--- config.mk ---
export PLATFORM = sky130hd
export DESIGN_NAME = uart_rx_deframer
export DESIGN_NICKNAME = d
export VERILOG_FILES = /design/src/rtl/uart_rx_deframer.sv
export SDC_FILE = /design/constraint.sdc
export NUM_CORES = 1
export LEC_CHECK = 0
export BUFFER_PORTS_ARGS = -buffer_cell sky130_fd_sc_hd__buf_4
export CAP_MARGIN = 20
export CORE_ASPECT_RATIO = 0.5
export CORE_MARGIN = 2
export CORE_UTILIZATION = 45
export DETAILED_ROUTE_END_ITERATION = 16
export PLACE_DENSITY_LB_ADDON = 0.08
export SLEW_MARGIN = 25
export SYNTH_ARGS = -nofsm -noshare
export SYNTH_HDL_FRONTEND = slang
export SYNTH_SLANG_ARGS = --single-unit
--- constraint.sdc ---
create_clock -name i_clk -period 2.2 [get_ports i_clk]
set_input_delay 0 -clock i_clk [delete_from_list [all_inputs] [get_ports i_clk]]
set_output_delay 0 -clock i_clk [all_outputs]
set_load 0.05 [all_outputs]
--- src/rtl/uart_rx_deframer.sv ---
// rtl/uart_rx_deframer.sv - UART receive deframer: samples data and stop bits after a start-bit-found pulse
//
// Purpose:
//   An upstream start detector pulses i_found at the middle of a start bit.
//   This block then counts OSR enabled ticks per bit. It samples each data bit
//   at mid-bit, LSB first, and checks the stop bit. A good frame updates o_data
//   and pulses o_valid. A frame whose stop bit reads 0 pulses o_frame_err and
//   leaves o_data untouched.
//
// Parameters:
//   OSR        oversample ratio (enabled i_clk cycles per bit), even, >= 4
//   DATA_BITS  data bits per frame, 5..9
//
// Ports:
//   i_clk        oversample clock (OSR x baud)
//   i_rst_n      asynchronous active-low reset
//   i_en         tick enable; nothing advances on cycles with i_en=0
//   i_rx         synchronised RX line
//   i_found      start-bit-found pulse, only honoured in IDLE with i_en=1
//   o_data       last good received word
//   o_valid      one-cycle pulse when o_data is updated
//   o_frame_err  one-cycle pulse when the stop bit is sampled as 0
//   o_busy       high while a frame is in progress (DATA or STOP)

module uart_rx_deframer #(
  parameter int OSR       = 16,
  parameter int DATA_BITS = 8
) (
  input  logic                 i_clk,
  input  logic                 i_rst_n,
  input  logic                 i_en,
  input  logic                 i_rx,
  input  logic                 i_found,
  output logic [DATA_BITS-1:0] o_data,
  output logic                 o_valid,
  output logic                 o_frame_err,
  output logic                 o_busy
);

  localparam int TW = $clog2(OSR);
  localparam int BW = $clog2(DATA_BITS);

  localparam logic [TW-1:0] TICK_MAX = TW'(OSR - 1);
  localparam logic [BW-1:0] BIT_MAX  = BW'(DATA_BITS - 1);

  typedef enum logic [1:0] {
    IDLE = 2'd0,
    DATA = 2'd1,
    STOP = 2'd2
  } state_e;

  state_e                 state_q, state_d;
  logic [TW-1:0]          tick_q,  tick_d;
  logic [BW-1:0]          bit_q,   bit_d;
  logic [DATA_BITS-1:0]   shift_q, shift_d;
  logic [DATA_BITS-1:0]   data_q,  data_d;
  logic                   valid_q, valid_d;
  logic                   ferr_q,  ferr_d;

  // The tick counter restarts at 0 on the i_found edge. So it reads OSR-1
  // exactly on every OSR-th enabled cycle afterwards. That cycle is the middle
  // of the next bit, because i_found itself arrives at mid-start-bit.
  logic tick_wrap;
  assign tick_wrap = (tick_q == TICK_MAX);

  always_ff @(posedge i_clk or negedge i_rst_n) begin
    if (!i_rst_n) begin
      state_q <= IDLE;
      tick_q  <= '0;
      bit_q   <= '0;
      shift_q <= '0;
      data_q  <= '0;
      valid_q <= 1'b0;
      ferr_q  <= 1'b0;
    end else begin
      state_q <= state_d;
      tick_q  <= tick_d;
      bit_q   <= bit_d;
      shift_q <= shift_d;
      data_q  <= data_d;
      valid_q <= valid_d;
      ferr_q  <= ferr_d;
    end
  end

  always_comb begin
    state_d = state_q;
    tick_d  = tick_q;
    bit_d   = bit_q;
    shift_d = shift_q;
    data_d  = data_q;
    // The pulses default low, so they last a single cycle even when i_en=0.
    valid_d = 1'b0;
    ferr_d  = 1'b0;

    case (state_q)
      IDLE: begin
        if (i_en && i_found) begin
          state_d = DATA;
          tick_d  = '0;
          bit_d   = '0;
          shift_d = '0;
        end
      end

      DATA: begin
        if (i_en) begin
          if (tick_wrap) begin
            tick_d  = '0;
            // Shifting in from the MSB side leaves the first (LSB) bit at [0]
            // once all DATA_BITS samples are in.
            shift_d = {i_rx, shift_q[DATA_BITS-1:1]};
            if (bit_q == BIT_MAX) begin
              bit_d   = '0;
              state_d = STOP;
            end else begin
              bit_d = bit_q + 1'b1;
            end
          end else begin
            tick_d = tick_q + 1'b1;
          end
        end
      end

      STOP: begin
        if (i_en) begin
          if (tick_wrap) begin
            tick_d  = '0;
            // Return to IDLE on the stop-sample edge. This lets a back-to-back
            // i_found on the very next cycle start the next frame.
            state_d = IDLE;
            if (i_rx) begin
              data_d  = shift_q;
              valid_d = 1'b1;
            end else begin
              ferr_d = 1'b1;
            end
          end else begin
            tick_d = tick_q + 1'b1;
          end
        end
      end

      default: begin
        state_d = IDLE;
      end
    endcase
  end

  assign o_data      = data_q;
  assign o_valid     = valid_q;
  assign o_frame_err = ferr_q;
  assign o_busy      = (state_q != IDLE);

endmodule

==> results.tsv, run 1 <==
stage	metric	value	unit
clocking	Post-CTS Setup Bufs	0	
setup_path	CP Capture Type	flip-flop	
routing	residual DRC count	0	
placement	dpl cells	185	
placement	Placed Instance Area	0.001570	mm2
floorplan	Die Y-Extent	44.14	um
setup_path	Top delay family on crit path	flip-flops	
pwr	maximum VDD drop	0.5012	mV
routing	antenna-violating nets left	0	
sta	Worst-Margin Slew	0.3476	ns
floorplan	total core area	0.003030	mm2
floorplan	# rows	14	
routing	routed length per instance	13.31	um
cells_and_area	fin cells	191	
floorplan	IO Pins	16	
global_route	met1 GRT Util	20.52	%
setup_path	r2r setup slk	0.49	ns
clocking	Skew-Pair Late Insertion Delay	0.28	ns
synthesis	Post-Syn Area	0.001450	mm2
cells_and_area	finished layout cell area	0.001639	mm2
routing	via count	1020	
sta	fmax	0.5851	GHz
cells_and_area	most frequent cells in the layout	28 x nand2_1, 27 x dfrtp_1, 18 x buf_4	
global_route	GRT busiest layer	met2	
synthesis	Unique masters post-synth	33	
routing	total wire length	2542	um
cells_and_area	commonest non-fill, non-tap cell in the layout	nand2_1	
clocking	Num CTS Buffers	3	
synthesis	average cell area after synthesis	10.74	um2
global_route	total track usage	15.53	%
routing	Initial DRT Pass Iterations	4	
sta	period utilization	77.68	%
sta	setup_tns	0	ns
clocking	Root Buffer	clkbuf_8	
setup_path	CP arrival	1.89	ns
pwr	leakage power	0.8112	nW
clocking	clk sinks	27	
setup_path	WP data required	2.38	ns
status	status	finished, final reports clean	
routing	iteration-0 DRC count of the detailed router	83	
pwr	PwrDens	814.9	mW/mm2
sta	Slew Viols, Final	0	
sta	slew margin rel.	76.83	%
floorplan	die footprint	0.003720	mm2
setup_path	critical-path cell list	inv_1, ha_1, nand2b_1, buf_4, nand2_1, o21ai_0, a22o_1	
synthesis	sequential area share after synthesis	46.59	%
global_route	GR met3 Demand/Resource	4.291	%
pwr	Pwr Total	1.336	mW
worst_hold_path	min-delay worst type	input pin to flip-flop	
run	Max-Cap Viols	0	
global_route	first-pass GRT wire length	4374	um
routing	DR vias/cell	5.340	
setup_path	crit-path max FO	11	
setup_path	type of origin of the critical path	flip-flop	
synthesis	Mapped Cells	135	
global_route	initial antenna violation count	0	
placement	port buffer count	15	
placement	Final Wtd Congestion	0.7651	
clocking	clock buffer depth	2	
floorplan	die width	84.28	um
synthesis	yosys warns	0	
synthesis	Async SR Flop Fraction	100.0	%
setup_path	buffers plus inverters on the worst setup path	2	
sta	minimum clock period	1.709	ns
setup_path	Setup CP Type	flip-flop to flip-flop	
sta	RSZ-0062 raised after global routing	false	
cells_and_area	Nets	164	
cells_and_area	# diodes	0	
clocking	htree depth	1	
clocking	Clock transition at path regs	0.10	ns
setup_path	crit-path max cell delay	0.39	ns
sta	final setup vio count	0	
synthesis	Post-synth EDFFs	0	
global_route	GRT overflow	0	
clocking	CTS tree	done	
floorplan	Initial Utilization	47.85	%
cells_and_area	Fill cells	278	
synthesis	Synth Net Count	147	
cells_and_area	fin util	54.09	%
setup_path	slowest CP cell	dfrtp_1	
cells_and_area	Area Overhead vs Synth	13.03	%
sta	endpoints failing hold	0	
global_route	vias in the first global route	928	
synthesis	top_reg_cell synth	dfrtp_1	
global_route	largest net degree at the start of global routing	28	
placement	detailed placement HPWL	1725	um
cells_and_area	share of cells above drive strength 1	24.50	%
sta	Final Skew	0.003881	ns
synthesis	Synth Register Bits	27	
global_route	GR Layer Usage met2	24.13	%
==> report_power, final <==
part	internal [mW]	total (mW)	switching, mW
Clock	0.129	0.291	0.162
Sequential	0.533	0.577	0.0433
Combinational	0.182	0.469	0.287
Total	0.844	1.34	0.492
==> through the flow <==
stage / setup slack [ns] / hold WS (ns)
after detailed placement: 0.4726 / -0.06444
after CTS: 0.4688 / 0.07713
after global placement: 0.4992 / -0.06596
after global routing: 0.3520 / 0.1007
after floorplan: 0.6569 / -0.2956
final: 0.4910 / 0.08368
==> cell usage after synthesis, drive strengths merged (2+ instances only) <==
cell type  number  area share, %
inv             4            1.0
mux2           11            8.8
nand2          29            8.0
o31ai           2            1.0
o21ai          11            3.8
nand3           5            1.7
a21oi           2           0.69
a22o            9            5.4
nor2            2            2.2
buf             8            4.5
nor2b           3            1.3
dfrtp          27             47
ha              7            6.0
==> sequential cells by signal (all words and copies together), names as in the netlist <==
signal       count
o_frame_err      1
bit_q            3
o_data           8
tick_q           4
state_q          2
shift_q          8
o_valid          1
==> repair_timing <==
action                                 4_1_cts  5_1_grt
gates resized for setup                      0        0
hold buffers                                 2        0
setup endpoints to repair                    0        0
endpoints found under the hold margin       28        0
==> final timing paths <==
check | startpoint | to | cells after the start
max | state_q[1]$_DFFE_PN0P_ | shift_q[0]$_DFFE_PN0P_ | 7
min | i_found | tick_q[1]$_DFFE_PN0P_ | 3
max reg2reg | state_q[1]$_DFFE_PN0P_ | shift_q[0]$_DFFE_PN0P_ | 7
min reg2reg | bit_q[0]$_DFFE_PN0P_ | bit_q[0]$_DFFE_PN0P_ | 1
max in group asynchronous | i_rst_n | o_data[0]$_DFFE_PN0P_ | 2
min in group asynchronous | i_rst_n | o_frame_err$_DFF_PN0_ | 2
==> cell type report <==
type,instances,area (um2),area share [%]
inverter,4,15.01,0.9160
tap,40,50.05,3.053
clock inverter,1,7.507,0.4580
clock buffer,3,41.29,2.519
multi-input combinational,96,694.4,42.37
timing repair buffer,20,155.1,9.466
sequential,27,675.6,41.22
==> worst reg2reg max path: cells and delay by family, from the launching register on <==
family                   cells  cell delay, ns
AND/OR/NAND/NOR              2            0.25
AO/OA/AOI/OAI                2            0.30
adder cells (fa/ha/maj)      1            0.34
buffers and inverters        2            0.34
flip-flops                   1            0.39
==> per-layer routing <==
layer  routed length (um)  share of wire, %
met4                   51               2.0
met1                 1234                49
met5                    0                 0
met2                 1111                44
met3                  144               5.7
==> kinds of logic (layout without fill, tap and decap cells) <==
kind of cell	Yosys count	count (layout)	synth area share, %
compound gates	32	32	15.36
flops	27	27	46.59
mux	12	12	9.491
buf+inv	12	28	5.522
fa+ha+maj	7	7	6.039
simple gates	45	45	17.00
Power figures use the tool's default switching activity.
==> run 2: changes to the inputs <==
Clock period 2.2 ns to 1.5 ns, I/O delays scaled along.
==> run 2 against run 1 <==
Effect of this change: the run now ends with setup timing left; sequential power up 46%; via count up 5.8%; final area up 15%; register-to-register slack worse by 0.49 ns; combinational power up 110%; first-iteration DRC count down 54%; routed wire length up 12%; worst hold slack worse by 0.0048 ns; clock-buffer cell count unchanged; die area unchanged; global-route usage up 0.93 points; maximum frequency up 14%; critical path type unchanged.
==> results.tsv, run 2 (synthesis gave the netlist of run 1 again) <==
stage	metric	value	unit
sta	Worst Hold Slack	0.07892	ns
clocking	htree depth	1	
cells_and_area	# diodes	0	
sta	period utilization	100.2	%
floorplan	Die Y-Extent	44.14	um
placement	port buffer count	15	
cells_and_area	finished layout cell area	0.001889	mm2
setup_path	FF-to-FF Start	tick_q[1]$_DFFE_PN0P_	
cells_and_area	share of cells above drive strength 1	39.39	%
floorplan	IO Pins	16	
floorplan	Initial Utilization	47.85	%
setup_path	Setup CP Type	flip-flop to flip-flop	
setup_path	WP data required	1.67	ns
sta	Final WS setup	-0.003523	ns
clocking	CTS tree	done	
clocking	clk sinks	27	
setup_path	CP Capture Type	flip-flop	
cells_and_area	area of the multi-input gates	814.5	um2
cells_and_area	fin cells	205	
placement	detailed placement HPWL	1846	um
worst_hold_path	min-delay worst type	input pin to flip-flop	
clocking	Num CTS Buffers	3	
pwr	PwrDens	1181	mW/mm2
global_route	first-pass GRT wire length	4747	um
setup_path	reg2reg end	o_data[1]$_DFFE_PN0P_	
cells_and_area	Nets	178	
sta	RSZ-0062 raised after global routing	true	
clocking	clock buffer depth	2	
sta	slew margin rel.	76.79	%
global_route	GRT overflow	0	
setup_path	crit-path max FO	5	
routing	via count	1079	
global_route	largest net degree at the start of global routing	28	
sta	final setup vio count	1	
setup_path	Worst Reg-to-Reg Cells	4	
routing	total wire length	2846	um
worst_hold_path	Hold Crit Depth	3	
cells_and_area	Area Overhead vs Synth	30.28	%
pwr	maximum VDD drop	0.7834	mV
placement	Placed Instance Area	0.001638	mm2
floorplan	die footprint	0.003720	mm2
worst_hold_path	hold_sp	i_en	
cells_and_area	Fill cells	243	
sta	minimum clock period	1.504	ns
floorplan	# rows	14	
sta	endpoints failing hold	0	
setup_path	CP arrival	1.67	ns
routing	residual DRC count	0	
routing	DR vias/cell	5.263	
routing	routed length per instance	13.88	um
status	status	finished, violations left	
floorplan	total core area	0.003030	mm2
status	failing checks	setup timing	
worst_hold_path	hold endpoint	tick_q[2]$_DFFE_PN0P_	
sta	fmax	0.6651	GHz
routing	iteration-0 DRC count of the detailed router	38	
placement	Final Wtd Congestion	0.8260	
sta	Final Skew	0.006084	ns
run	Max-Cap Viols	0	
pwr	leakage power	0.9171	nW
setup_path	type of origin of the critical path	flip-flop	
global_route	total track usage	16.45	%
cells_and_area	most frequent cells in the layout	27 x dfrtp_1, 27 x buf_4, 25 x nand2_1	
clocking	Clock transition at path regs	0.09	ns
floorplan	die width	84.28	um
global_route	initial antenna violation count	0	
clocking	Root Buffer	clkbuf_8	
routing	antenna-violating nets left	0	
sta	Slew Viols, Final	0	
routing	Initial DRT Pass Iterations	4	
clocking	Skew-Pair Late Insertion Delay	0.28	ns
setup_path	r2r setup slk	-0.004	ns
placement	dpl cells	194	
global_route	vias in the first global route	1028	
sta	Worst-Margin Slew	0.3482	ns
cells_and_area	Reg area	675.6	um2
## run 2: layout make-up
class,count,area share [%]
Clock buffer,3,2.185
Sequential cell,27,35.76
Inverter,4,0.7947
Clock inverter,1,0.3974
Multi-Input combinational cell,97,43.11
Tap cell,40,2.649
Timing Repair Buffer,33,15.10
## run 2: how the worst max path moves through the flow
stage,start,end,cells after the start
5_1_grt,tick_q[1]$_DFFE_PN0P_,o_data[1]$_DFFE_PN0P_,4
3_3_place_gp,state_q[1]$_DFFE_PN0P_,tick_q[3]$_DFFE_PN0P_,6
2_1_floorplan,state_q[0]$_DFFE_PN0P_,bit_q[2]$_DFFE_PN0P_,6
6_report,tick_q[1]$_DFFE_PN0P_,o_data[1]$_DFFE_PN0P_,4
4_1_cts,state_q[1]$_DFFE_PN0P_,shift_q[0]$_DFFE_PN0P_,7
3_5_place_dp,state_q[1]$_DFFE_PN0P_,shift_q[0]$_DFFE_PN0P_,7
## run 2: stage by stage
| stage | setup TNS [ns] | power, mW | setup WS, ns | utilization [%] |
|---|---|---|---|---|
| after floorplan | 0 | 1.445 | 0.001078 | - |
| after global placement | -0.07006 | 1.644 | -0.03056 | 54.05 |
| after detailed placement | -0.5990 | 1.651 | -0.08076 | 54.05 |
| after CTS | -0.2634 | 2.098 | -0.03617 | 56.77 |
| after global routing | -0.3524 | 2.400 | -0.04013 | 62.35 |
| final | -0.003523 | 2.232 | -0.003523 | 62.35 |
## run 2: critical path, cell delays in order, from the launching register on
cell	delay [ns]
dfrtp_1	0.41
ha_4	0.18
nand4_4	0.23
nor2_8	0.23
mux2_2	0.35
## run 2: per-layer routing
metal | track usage (%) | share of wire (%) | vias up | wire length, um
met5 | 0 | 0 | - | 0
met3 | 5.037 | 3.9 | 0 | 111
met4 | 4.194 | 0 | 0 | 0
li1 | - | - | 542 | -
met1 | 21.73 | 52 | 515 | 1479
met2 | 27.14 | 44 | 22 | 1255
## run 2: what timing repair did
item                                    4_1_cts  5_1_grt
endpoints found under the hold margin        28        0
hold buffers                                  2        0
endpoints found under the setup margin       24       24
setup buffers                                 0        3
gates resized for setup                       4       24
pin swaps                                     0       14
gates cloned                                  0        2
## run 2: power breakdown
part	switching [mW]	leakage (nW)	internal [mW]	total [mW]
sequential	0.0577	0.371	0.782	0.840
combinational	0.517	0.524	0.450	0.967
clock	0.236	0.0217	0.189	0.425
total	0.811	0.917	1.42	2.23
